File: src/rtl/spi_ram_cmd_arbiter.sv
// Round-robin arbiter that serialises two requesters' read/write transactions into RAM command words
// and routes read data back to the issuing requester. Optional macro ADDR_SKIP_EN elides repeated address words.
`timescale 1ns/1ps
module spi_ram_cmd_arbiter #(
  parameter int ADDR_SIZE   = 8,
  parameter int RSP_TIMEOUT = 15
) (
  input  logic                 clk,
  input  logic                 rst_n,
  input  logic                 i_req0_valid,
  output logic                 o_req0_ready,
  input  logic                 i_req0_we,
  input  logic [ADDR_SIZE-1:0] i_req0_addr,
  input  logic [7:0]           i_req0_wdata,
  input  logic                 i_req1_valid,
  output logic                 o_req1_ready,
  input  logic                 i_req1_we,
  input  logic [ADDR_SIZE-1:0] i_req1_addr,
  input  logic [7:0]           i_req1_wdata,
  output logic                 o_rsp0_valid,
  output logic [7:0]           o_rsp0_rdata,
  output logic                 o_rsp0_err,
  output logic                 o_rsp1_valid,
  output logic [7:0]           o_rsp1_rdata,
  output logic                 o_rsp1_err,
  output logic [9:0]           o_ram_din,
  output logic                 o_ram_rx_valid,
  input  logic [7:0]           i_ram_dout,
  input  logic                 i_ram_tx_valid
);

  typedef enum logic [2:0] {
    S_IDLE, S_W_ADDR, S_W_DATA, S_R_ADDR, S_R_CMD, S_WAIT_RSP
  } state_t;

  localparam logic [7:0] TMO_LAST = 8'(RSP_TIMEOUT - 1);

  state_t                r_state;
  state_t                w_state_nxt;
  logic                  r_rr;
  logic                  r_owner;
  logic [7:0]            r_wdata;
  logic [7:0]            r_tmo;
  logic [9:0]            r_ram_din;
  logic                  r_ram_rxv;
  logic                  r_rsp0_valid, r_rsp1_valid;
  logic [7:0]            r_rsp0_rdata, r_rsp1_rdata;
  logic                  r_rsp0_err, r_rsp1_err;

  logic                  w_grant0, w_grant1, w_acc, w_sel;
  logic                  w_sel_we;
  logic [ADDR_SIZE-1:0]  w_sel_addr;
  logic [7:0]            w_sel_wdata;
  logic                  w_wr_hit, w_rd_hit;
  logic [9:0]            w_din_nxt;
  logic                  w_rxv_nxt;
  logic [7:0]            w_tmo_nxt;
  logic                  w_rsp_fire, w_rsp_err;
  logic [7:0]            w_rsp_data;

  // r_rr holds the last winner; on a tie the other requester is granted.
  assign w_grant0    = i_req0_valid & (~i_req1_valid | r_rr);
  assign w_grant1    = i_req1_valid & (~i_req0_valid | ~r_rr);
  assign w_acc       = (r_state == S_IDLE) & (w_grant0 | w_grant1);
  assign w_sel       = w_grant1;
  assign w_sel_we    = w_sel ? i_req1_we    : i_req0_we;
  assign w_sel_addr  = w_sel ? i_req1_addr  : i_req0_addr;
  assign w_sel_wdata = w_sel ? i_req1_wdata : i_req0_wdata;

  assign o_req0_ready = (r_state == S_IDLE) & w_grant0;
  assign o_req1_ready = (r_state == S_IDLE) & w_grant1;

`ifdef ADDR_SKIP_EN
  logic [ADDR_SIZE-1:0] r_last_wr_addr, r_last_rd_addr;
  logic                 r_last_wr_vld,  r_last_rd_vld;

  assign w_wr_hit = r_last_wr_vld & (r_last_wr_addr == w_sel_addr);
  assign w_rd_hit = r_last_rd_vld & (r_last_rd_addr == w_sel_addr);

  // Tags mirror the RAM's internal write/read address registers.
  always_ff @(posedge clk or negedge rst_n) begin
    if (!rst_n) begin
      r_last_wr_addr <= '0;
      r_last_rd_addr <= '0;
      r_last_wr_vld  <= 1'b0;
      r_last_rd_vld  <= 1'b0;
    end else if (w_rxv_nxt && (r_state == S_IDLE)) begin
      if (w_din_nxt[9:8] == 2'b00) begin
        r_last_wr_addr <= w_sel_addr;
        r_last_wr_vld  <= 1'b1;
      end
      if (w_din_nxt[9:8] == 2'b10) begin
        r_last_rd_addr <= w_sel_addr;
        r_last_rd_vld  <= 1'b1;
      end
    end
  end
`else
  assign w_wr_hit = 1'b0;
  assign w_rd_hit = 1'b0;
`endif

  // Next-state logic computes the word the RAM sees in the state being entered.
  always_comb begin
    w_state_nxt = r_state;
    w_din_nxt   = 10'h000;
    w_rxv_nxt   = 1'b0;
    w_tmo_nxt   = r_tmo;
    w_rsp_fire  = 1'b0;
    w_rsp_err   = 1'b0;
    w_rsp_data  = 8'h00;
    case (r_state)
      S_IDLE: begin
        if (w_acc) begin
          w_rxv_nxt = 1'b1;
          if (w_sel_we) begin
            if (w_wr_hit) begin
              w_state_nxt = S_W_DATA;
              w_din_nxt   = {2'b01, w_sel_wdata};
            end else begin
              w_state_nxt = S_W_ADDR;
              w_din_nxt   = {2'b00, 8'(w_sel_addr)};
            end
          end else begin
            if (w_rd_hit) begin
              w_state_nxt = S_R_CMD;
              w_din_nxt   = {2'b11, 8'h00};
            end else begin
              w_state_nxt = S_R_ADDR;
              w_din_nxt   = {2'b10, 8'(w_sel_addr)};
            end
          end
        end
      end
      S_W_ADDR: begin
        w_state_nxt = S_W_DATA;
        w_rxv_nxt   = 1'b1;
        w_din_nxt   = {2'b01, r_wdata};
      end
      S_W_DATA: w_state_nxt = S_IDLE;
      S_R_ADDR: begin
        w_state_nxt = S_R_CMD;
        w_rxv_nxt   = 1'b1;
        w_din_nxt   = {2'b11, 8'h00};
      end
      S_R_CMD: begin
        w_state_nxt = S_WAIT_RSP;
        w_tmo_nxt   = 8'h00;
      end
      S_WAIT_RSP: begin
        if (i_ram_tx_valid) begin
          w_rsp_fire  = 1'b1;
          w_rsp_data  = i_ram_dout;
          w_state_nxt = S_IDLE;
        end else if (r_tmo == TMO_LAST) begin
          w_rsp_fire  = 1'b1;
          w_rsp_err   = 1'b1;
          w_state_nxt = S_IDLE;
        end else begin
          w_tmo_nxt   = r_tmo + 8'h01;
        end
      end
      default: w_state_nxt = S_IDLE;
    endcase
  end

  always_ff @(posedge clk or negedge rst_n) begin
    if (!rst_n) begin
      r_state      <= S_IDLE;
      r_rr         <= 1'b1;
      r_owner      <= 1'b0;
      r_wdata      <= 8'h00;
      r_tmo        <= 8'h00;
      r_ram_din    <= 10'h000;
      r_ram_rxv    <= 1'b0;
      r_rsp0_valid <= 1'b0;
      r_rsp1_valid <= 1'b0;
      r_rsp0_rdata <= 8'h00;
      r_rsp1_rdata <= 8'h00;
      r_rsp0_err   <= 1'b0;
      r_rsp1_err   <= 1'b0;
    end else begin
      r_state      <= w_state_nxt;
      r_tmo        <= w_tmo_nxt;
      r_ram_din    <= w_din_nxt;
      r_ram_rxv    <= w_rxv_nxt;
      r_rsp0_valid <= w_rsp_fire & ~r_owner;
      r_rsp1_valid <= w_rsp_fire & r_owner;
      if (w_acc) begin
        r_rr    <= w_sel;
        r_owner <= w_sel;
        r_wdata <= w_sel_wdata;
      end
      if (w_rsp_fire && !r_owner) begin
        r_rsp0_rdata <= w_rsp_data;
        r_rsp0_err   <= w_rsp_err;
      end
      if (w_rsp_fire && r_owner) begin
        r_rsp1_rdata <= w_rsp_data;
        r_rsp1_err   <= w_rsp_err;
      end
    end
  end

  assign o_ram_din      = r_ram_din;
  assign o_ram_rx_valid = r_ram_rxv;
  assign o_rsp0_valid   = r_rsp0_valid;
  assign o_rsp0_rdata   = r_rsp0_rdata;
  assign o_rsp0_err     = r_rsp0_err;
  assign o_rsp1_valid   = r_rsp1_valid;
  assign o_rsp1_rdata   = r_rsp1_rdata;
  assign o_rsp1_err     = r_rsp1_err;

endmodule

File: config.mk
export PLATFORM = sky130hd
export DESIGN_NAME = spi_ram_cmd_arbiter
export DESIGN_NICKNAME = d
export VERILOG_FILES = /design/src/rtl/spi_ram_cmd_arbiter.sv
export SDC_FILE = /design/constraint.sdc
export NUM_CORES = 1
export LEC_CHECK = 0
export CAP_MARGIN = 5
export CORE_UTILIZATION = 45
export DETAILED_ROUTE_END_ITERATION = 6
export GPL_TIMING_DRIVEN = 0
export PLACE_DENSITY = 0.79
export SLEW_MARGIN = 20
export SYNTH_ARGS = -nofsm -noshare
export SYNTH_HDL_FRONTEND = slang
export SYNTH_SLANG_ARGS = --single-unit
File: constraint.sdc
create_clock -name clk -period 2.4 [get_ports clk]
set_input_delay 0.48 -clock clk [delete_from_list [all_inputs] [get_ports clk]]
set_output_delay 0.48 -clock clk [all_outputs]
set_load 0.005 [all_outputs]
==> metrics.txt <==
# TYPE chip_impl_metric gauge
chip_impl_info{name="outcome",value="finished, final reports clean"} 1
chip_impl_metric{name="layout.core_utilization",unit="%"} 66.1
chip_impl_info{name="synth-main-ff-cell",value="sky130_fd_sc_hd__dfrtp_1"} 1
chip_impl_metric{name="cts.path.max_buffers",unit=""} 2
chip_impl_metric{name="std_cell_rows",unit=""} 26
chip_impl_metric{name="drv_slew",unit=""} 0
chip_impl_info{name="layout_common_cells",value="sky130_fd_sc_hd__clkdlybuf4s50_1, sky130_fd_sc_hd__dfrtp_1, sky130_fd_sc_hd__nand2_1, sky130_fd_sc_hd__mux2_2"} 1
chip_impl_metric{name="yosysSeqAreaShare",unit="%"} 54.8
chip_impl_metric{name="worst-slew-pin-transition",unit="ns"} 0.651
chip_impl_metric{name="max_slew_headroom_at_the_worst_pin",unit="%"} 56.6
chip_impl_info{name="worstSetupStartpointType",value="flip-flop"} 1
chip_impl_metric{name="antenna_cells_inserted",unit=""} 0
chip_impl_metric{name="layout_worst_path_cycle_share",unit="%"} 95.8
chip_impl_metric{name="synth_enable_flop_cells",unit=""} 0
chip_impl_info{name="worst_path_max_delay_cell",value="sky130_fd_sc_hd__clkdlybuf4s50_1"} 1
chip_impl_metric{name="core_area",unit="mm²"} 0.00511
chip_impl_metric{name="detailroute.via_count",unit=""} 1949
chip_impl_metric{name="grt_max_degree",unit=""} 53
chip_impl_metric{name="finalSetupViolations",unit=""} 0
chip_impl_metric{name="drt-pass1-iter-count",unit=""} 4
chip_impl_metric{name="synth_nets",unit=""} 269
chip_impl_metric{name="worst-endpoint-arrival",unit="ns"} 1.82
chip_impl_info{name="cp_top_family",value="buffers and inverters"} 1
chip_impl_metric{name="worstPathRequired",unit="ns"} 1.92
chip_impl_metric{name="dpl_cell_area",unit="mm²"} 0.00324
chip_impl_metric{name="drt_iter0_drc",unit=""} 115
chip_impl_info{name="post-synth-top-area-cell",value="sky130_fd_sc_hd__dfrtp_1"} 1
chip_impl_metric{name="static-leakage-power",unit="µW"} 0.00155
chip_impl_metric{name="yosysUniqueCellTypes",unit=""} 41
chip_impl_metric{name="dp_hpwl",unit="mm"} 3.96
chip_impl_metric{name="drcViolationCount",unit=""} 0
chip_impl_metric{name="clk_latency",unit="ns"} 0.30
chip_impl_metric{name="cts.htree.levels",unit=""} 2
chip_impl_metric{name="first_global_vias",unit=""} 1826
chip_impl_metric{name="synth_async_sr_flop_share",unit="%"} 100
chip_impl_metric{name="cts_buffers",unit=""} 5
chip_impl_metric{name="num-nets-final",unit=""} 357
chip_impl_metric{name="yosys.area.top_type_share",unit="%"} 53.7
chip_impl_metric{name="buffer_ports.inserted",unit=""} 78
chip_impl_metric{name="die_y",unit="µm"} 74.7
chip_impl_metric{name="io_pins",unit=""} 80
chip_impl_metric{name="final_critical_path_setup_slack",unit="ns"} 0.100
chip_impl_info{name="hold_path.class",value="input pin to async pin"} 1
chip_impl_info{name="tritoncts",value="yes"} 1
chip_impl_metric{name="final.min_clock_period",unit="ns"} 2.30
chip_impl_metric{name="wirelength",unit="mm"} 5.47
chip_impl_metric{name="overall_overflow_remaining_after_global_route",unit=""} 0
chip_impl_metric{name="dpl_worst_slack",unit="ns"} -0.522
chip_impl_metric{name="grt_antenna_before_repair",unit=""} 0
chip_impl_metric{name="floorplan.die.width",unit="µm"} 74.7
chip_impl_info{name="source_of_the_worst_register_to_register_timing_path",value="r_tmo[0]"} 1
chip_impl_metric{name="placed_cells",unit=""} 368
chip_impl_metric{name="gpl.final_weighted_congestion",unit=""} 0.773
chip_impl_metric{name="syn_avg_cell_area",unit="µm²"} 10.8
chip_impl_metric{name="synthesized_instance_count",unit=""} 220
chip_impl_info{name="endpoint_type_of_the_worst_setup_path",value="output port"} 1
chip_impl_metric{name="design_area",unit="mm²"} 0.00338
chip_impl_metric{name="post-layout-total-power",unit="µW"} 2890
chip_impl_metric{name="cell_area_after_synthesis",unit="mm²"} 0.00238
chip_impl_metric{name="clkTransAtPathRegs",unit="ns"} 0.10
chip_impl_metric{name="largest_stage_delay_worst_path",unit="ns"} 0.52
chip_impl_metric{name="critical_path_peak_fanout",unit=""} 10
chip_impl_info{name="crit_path_cell_trace",value="buf_2 > nor3_4 > nand3b_1 > inv_1 > clkdlybuf4s50_1"} 1
chip_impl_metric{name="synth_seq_cells",unit=""} 52
chip_impl_metric{name="ant_nets",unit=""} 0
chip_impl_metric{name="floorplan.initialDensity",unit="%"} 46.5
chip_impl_info{name="timing.setup.critical_path_class",value="flip-flop to output port"} 1
chip_impl_metric{name="clock_sinks",unit=""} 52
chip_impl_metric{name="worst_clock_skew",unit="ns"} 0.00515
chip_impl_info{name="final_common_cell",value="sky130_fd_sc_hd__clkdlybuf4s50_1"} 1
chip_impl_info{name="synth_top_cells_by_area",value="sky130_fd_sc_hd__dfrtp_1, sky130_fd_sc_hd__mux2_2, sky130_fd_sc_hd__nand2_1"} 1
chip_impl_metric{name="drv_cap",unit=""} 0
chip_impl_metric{name="post_route_cells_drive_above_1_share",unit="%"} 14.2
chip_impl_metric{name="power.density_cell_area",unit="mW/mm²"} 855
chip_impl_info{name="crit_path_start",value="r_state[0]"} 1
chip_impl_metric{name="die_area",unit="mm²"} 0.00558
chip_impl_metric{name="critPathBufInv",unit=""} 3
chip_impl_metric{name="avgViaCountPerCell",unit=""} 5.14
chip_impl_metric{name="power.ir.vdd_worst",unit="mV"} 0.409
chip_impl_metric{name="ys.warnings.count",unit=""} 0
chip_impl_metric{name="hold_viol",unit=""} 0
chip_impl_metric{name="max_fclk",unit="MHz"} 435
chip_impl_metric{name="global_route_wire_length_before_repair",unit="mm"} 8.79
chip_impl_info{name="clock-root-buffer",value="sky130_fd_sc_hd__clkbuf_8"} 1
chip_impl_metric{name="area_growth_syn_to_fin",unit="%"} 42.1
chip_impl_metric{name="drt-wirelength-per-cell",unit="µm"} 14.4
chip_impl_metric{name="finish.cell_count_without_fillers",unit=""} 379
chip_impl_metric{name="groute.usage.overall",unit="%"} 21.3
-- cell families after synthesis --
| group | count (synthesis) | synth area share, % |
|---|---|---|
| AO/OA/AOI/OAI | 46 | 12.3 |
| flip-flops | 52 | 54.8 |
| multiplexers | 25 | 11.4 |
| AND/OR/NAND/NOR | 82 | 18.2 |
| adder cells (fa/ha/maj) | 2 | 1.05 |
| buffers and inverters | 13 | 2.32 |
-- stage by stage --
stage,hold slack (ns),TNS (ns)
after CTS,0.210,0
after floorplan,0.184,0
final,0.195,0
after detailed placement,0.472,-0.530
after global routing,0.233,-0.0469
after global placement,0.461,-33.53
-- flip-flops by register name, indices dropped and copies added (netlist names) --
register / count
r_state: 3
r_tmo: 8
o_rsp0_rdata: 8
o_rsp0_err: 1
o_ram_din: 10
o_rsp0_valid: 1
o_rsp1_err: 1
r_wdata: 8
r_owner: 1
o_rsp1_rdata: 8
o_ram_rx_valid: 1
o_rsp1_valid: 1
r_rr: 1
-- layer usage --
layer	global-route usage (%)	wire length [µm]	vias to the layer above
met2	34.1	2700	69
li1	-	-	957
met5	0	0	-
met4	6.92	81	0
met1	27.6	2360	913
met3	6.83	324	10
-- area by class of cell --
class	count	area, µm²
Inverter	5	18.8
Sequential cell	52	1300
Clock inverter	3	21.3
Multi-Input combinational cell	155	1040
Clock buffer	5	68.8
Fill cell	437	1730
Buffer	8	36.3
Tap cell	70	87.6
Timing Repair Buffer	81	800
-- cell usage after synthesis (2+ instances only) --
cell type / number
sky130_fd_sc_hd__nor3_1: 2
sky130_fd_sc_hd__a31oi_1: 10
sky130_fd_sc_hd__and3b_1: 2
sky130_fd_sc_hd__mux2i_1: 9
sky130_fd_sc_hd__buf_2: 5
sky130_fd_sc_hd__a21oi_1: 6
sky130_fd_sc_hd__nand3_1: 3
sky130_fd_sc_hd__o31ai_1: 2
sky130_fd_sc_hd__a22o_1: 2
sky130_fd_sc_hd__clkbuf_1: 3
sky130_fd_sc_hd__ha_1: 2
sky130_fd_sc_hd__mux2_2: 16
sky130_fd_sc_hd__nand3b_1: 4
sky130_fd_sc_hd__nand2b_1: 2
sky130_fd_sc_hd__a21o_1: 4
sky130_fd_sc_hd__o21ai_0: 14
sky130_fd_sc_hd__dfrtp_1: 51
sky130_fd_sc_hd__nor2_1: 14
sky130_fd_sc_hd__and3_1: 9
sky130_fd_sc_hd__inv_1: 5
sky130_fd_sc_hd__nand2_1: 35
-- final timing paths --
kind	slack [ns]	cells past startpoint	endpoint
hold reg to reg	0.50	2	o_ram_din[7]
max in group asynchronous	1.77	1	o_rsp1_valid
setup / recovery	0.10	5	o_req0_ready
hold / removal	0.20	1	r_wdata[0]
setup reg to reg	0.28	6	o_rsp0_rdata[1]
min in group clk	0.50	2	o_ram_din[7]
-- where the power goes --
part	internal [µW]	total, µW	switching [µW]
Clock	207	496	289
Combinational	578	1110	528
Sequential	1130	1280	158
-- timing repair --
item,4_1_cts,5_1_grt
gates resized for setup,4,1
pin swaps,0,0
setup endpoints to repair,2,2
setup buffers,1,2
hold buffers,0,0
(Power assumes the default switching activity.)
==> patch 1: new RTL, config.mk and constraints unchanged <==
The 6 states of `state_t` get a one-hot encoding in 6 bits.
--- a/src/rtl/spi_ram_cmd_arbiter.sv
+++ b/src/rtl/spi_ram_cmd_arbiter.sv
@@ -29,8 +29,8 @@
   input  logic                 i_ram_tx_valid
 );
 
-  typedef enum logic [2:0] {
-    S_IDLE, S_W_ADDR, S_W_DATA, S_R_ADDR, S_R_CMD, S_WAIT_RSP
+  typedef enum logic [5:0] {
+    S_IDLE = 6'b000001, S_W_ADDR = 6'b000010, S_W_DATA = 6'b000100, S_R_ADDR = 6'b001000, S_R_CMD = 6'b010000, S_WAIT_RSP = 6'b100000
   } state_t;
 
   localparam logic [7:0] TMO_LAST = 8'(RSP_TIMEOUT - 1);
Function: no difference found for any inputs over 10 cycles, from zero or initial values and one cycle with rst_n low; not proved beyond that.
==> patch 1 against the unedited design <==
- worst setup slack got worse by 50 ps
- final area increased by 5.4%
- routed wire length increased by 6.1%
- synthesized area increased by 5.9%
- power increased by 19%
- core utilization increased by 1.9 points
- sequential cell count increased by 3
- fmax decreased by 2.1%
- critical path type unchanged
==> patch 1: results (changes against the unedited design) <==
GRT Resource Usage Total=21.4% (was 21.3%); Register Area=0.00138 mm^2 (was 0.00130 mm^2); Synth Instances=234 (was 220); Period minus WS final=2350 ps (was 2300 ps); Crit Path Max Fanout=2 (was 10); reg-to-reg setup timing slack=230 ps (was 280 ps); Die Wd=76.8 um (was 74.7 um); Via density=5.33 (was 5.14); P_leak=1.60 nW (was 1.55 nW); CP max stage delay=580 ps (was 520 ps); nonclk inv count=17 (was 5); multi-input gates=152 (was 155); final WL=5810 um (was 5470 um); dpl ws=-308 ps (was -522 ps); pin count of the biggest net entering global routing=56 (was 53); routing usage on met2=36.2% (was 34.1%); CLK BUF=6 (was 5); met1 Resource Use GR=27.1% (was 27.6%); Hold Slack=214 ps (was 195 ps); post-synthesis sequential area ratio=54.7% (was 54.8%); Syn Nets=283 (was 269); Worst Path Arrival=1870 ps (was 1820 ps); Final GP Congestion=0.790 (was 0.773); M3 GR Usage=4.88% (was 6.83%); wire length per cell=14.6 um (was 14.4 um); outcome=completed (unchanged); Placement Cell Area=0.00338 mm^2 (was 0.00324 mm^2); multi-input logic area=0.00105 mm^2 (was 0.00104 mm^2); clock sinks=55 (was 52); post-synth top area share=52.7% (was 53.7%); Slowest-stage cell, CP=or4_4 (was clkdlybuf4s50_1); Top Family by Delay on Critical Path=simple AND/OR/NAND/NOR gates (was buffers and inverters); Rel. slew slack=54.8% (was 56.6%); Final clock-cell share=2.39% (was 2.67%); Non-clock buffer share=25.3% (was 24.7%); commonest cells in the netlist=53 x dfrtp_1, 19 x o21ai_0, 17 x inv_1, 17 x mux2i_1, 15 x nand2_1 (was 51 x dfrtp_1, 35 x nand2_1, 16 x mux2_2); drt initial violations=149 (was 115); CTS resizes=12 (was 4)
-- patch 1: changes by cell type after synthesis, moves of 5 or more --
| cell | unedited run | this run |
|---|---|---|
| nand2_1 | 35 | 15 |
| mux2_2 | 16 | 1 |
| inv_1 | 5 | 17 |
| and3_1 | 9 | 0 |
| and4_1 | 0 | 8 |
| mux2i_1 | 9 | 17 |
| nand4_1 | 1 | 9 |
| a21o_1 | 4 | 10 |
| o21ai_0 | 14 | 19 |
-- patch 1: worst register-to-register path, stage by stage, from the launching register on --
cell and delay (ps):
dfrtp_1 390, buf_4 140, nor4_1 470, nand2_1 260, o21ai_2 420, mux2_2 380
-- patch 1: cells by family (layout without fill, tap and decap cells) --
| group | count (synthesis) | count (layout) | synth area share (%) |
|---|---|---|---|
| compound gates | 58 | 58 | 14.5 |
| fa+ha+maj | 2 | 2 | 0.993 |
| buf+inv | 27 | 122 | 4.57 |
| flops | 55 | 55 | 54.7 |
| mux | 18 | 18 | 7.20 |
| simple gates | 74 | 74 | 18.0 |
-- patch 1: worst paths after layout --
check                      cells after the start             from               to
max in group asynchronous                      1            rst_n     o_ram_din[5]
setup reg to reg                               5       r_state[3]         r_tmo[1]
hold / removal                                 1            rst_n         r_tmo[3]
setup / recovery                               6       r_state[3]     o_req0_ready
min in group clk                               1  o_rsp0_rdata[1]  o_rsp0_rdata[1]
hold reg to reg                                1  o_rsp0_rdata[1]  o_rsp0_rdata[1]
-- patch 1: power by group --
part	total (mW)	internal, mW	switching (mW)
Combinational	1.47	0.845	0.626
Sequential	1.45	1.26	0.194
Clock	0.501	0.205	0.296
Total	3.42	2.31	1.12
-- patch 1: routing by layer --
layer,vias to the layer above,part of all wire [%]
li1,1029,-
met1,1003,43
met2,90,49
met3,6,6.9
met4,0,1.1
met5,-,0
==> patch 2: new RTL, same settings <==
Without the edit above. Add a define of `ADDR_SKIP_EN`.
--- a/src/rtl/spi_ram_cmd_arbiter.sv
+++ b/src/rtl/spi_ram_cmd_arbiter.sv
@@ -1,6 +1,8 @@
 // Round-robin arbiter that serialises two requesters' read/write transactions into RAM command words
 // and routes read data back to the issuing requester. Optional macro ADDR_SKIP_EN elides repeated address words.
 `timescale 1ns/1ps
+`define ADDR_SKIP_EN
+
 module spi_ram_cmd_arbiter #(
   parameter int ADDR_SIZE   = 8,
   parameter int RSP_TIMEOUT = 15
Behaviour: not the same (Yosys sat finds a counterexample within 10 cycles, from zero or initial values and one cycle with rst_n low).
==> patch 2 against the unedited design <==
- worst setup slack lost 69 ps
- final area grew 46%
- register-to-register slack lost 250 ps
- combinational power grew 89%
- fmax shrank 2.9%
- synthesized area grew 50%
- routed wire length grew 55%
- sequential cell count grew 18
- sequential power grew 56%
- power grew 76%
==> patch 2: results (changes against the unedited design) <==
Final clock-cell share=4.21% (was 2.67%); worst vdd ir=0.503 mV (was 0.409 mV); reg2reg end=r_last_wr_addr[5] (was o_rsp0_rdata[1]); P_leak=2.09 nW (was 1.55 nW); Post-CTS Setup Bufs=6 (was 1); clock sinks=70 (was 52); CTS H-Tree Depth=3 (was 2); Synth Area in Compound Gates=13.5% (was 12.3%); Non-clk bufs=106 (was 89); share of cells above drive strength 1=17.9% (was 14.2%); Worst-Skew Late Latency=340 ps (was 300 ps); commonest cells in the netlist=69 x dfrtp_1, 44 x nand2_1, 28 x o21ai_0 (was 51 x dfrtp_1, 35 x nand2_1, 16 x mux2_2); Hold Slack=53.5 ps (was 195 ps); synthesized-area fraction occupied by adder cells=0.703% (was 1.05%); Final Util=64.2% (was 66.1%); xor and xnor area share after synthesis=7.14% (was 0%); distinct cell type count after synthesis=56 (was 41); pin count of the biggest net entering global routing=45 (was 53); mux cell area share after synthesis=9.60% (was 11.4%); outcome=completed (unchanged); clk slew on worst S/H paths=80 ps (was 100 ps); final std cells w/o fill=554 (was 379); wire length per cell=15.3 um (was 14.4 um); filler instances=620 (was 437); dpl ws=-796 ps (was -522 ps); M3 GR Usage=4.04% (was 6.83%); Placed Cells=524 (was 368); DP Wirelength=6100 um (was 3960 um); Register Area=0.00176 mm^2 (was 0.00130 mm^2); routing usage on met2=36.1% (was 34.1%); Worst Path Arrival=2590 ps (was 1820 ps); Layout Nets=496 (was 357); multi-input combinational area share=35.5% (was 30.9%); met2 wire len=4180 um (was 2700 um); CTS resizes=22 (was 4); Non-clock buffer share=20.6% (was 24.7%); reg-to-reg setup timing slack=30 ps (was 280 ps); drt initial violations=90 (was 115); CLK BUF=11 (was 5); Synth Instances=342 (was 220); cts bufs inserted=9 (was 5)
==> patch 2: worst max path at each step <==
stage | startpoint | end | slack (ps) | depth (start not counted)
2_1_floorplan | i_req1_valid | r_last_wr_addr[0] | 200 | 7
3_3_place_gp | rst_n | r_last_rd_addr[2] | -1530 | 1
3_5_place_dp | i_req1_valid | o_req1_ready | -800 | 7
4_1_cts | i_req1_valid | r_last_wr_addr[5] | -10 | 10
5_1_grt | i_req1_valid | r_last_wr_addr[5] | -30 | 9
6_report | r_rr | r_last_wr_addr[5] | 30 | 8
==> patch 2: worst max-delay path: stages (launching register included) <==
cell      delay, ps
dfstp_2         560
a21boi_4         70
buf_4           170
or4_4           530
a32oi_2         190
buf_4           150
a22oi_2         120
nand2_4         150
mux2_4          310
==> patch 2: report_power, final <==
part           total, mW  switching, mW  internal, mW
Sequential          2.00          0.357          1.65
Clock              0.992          0.455         0.537
Combinational       2.10          0.974          1.12
Total               5.09           1.79          3.30
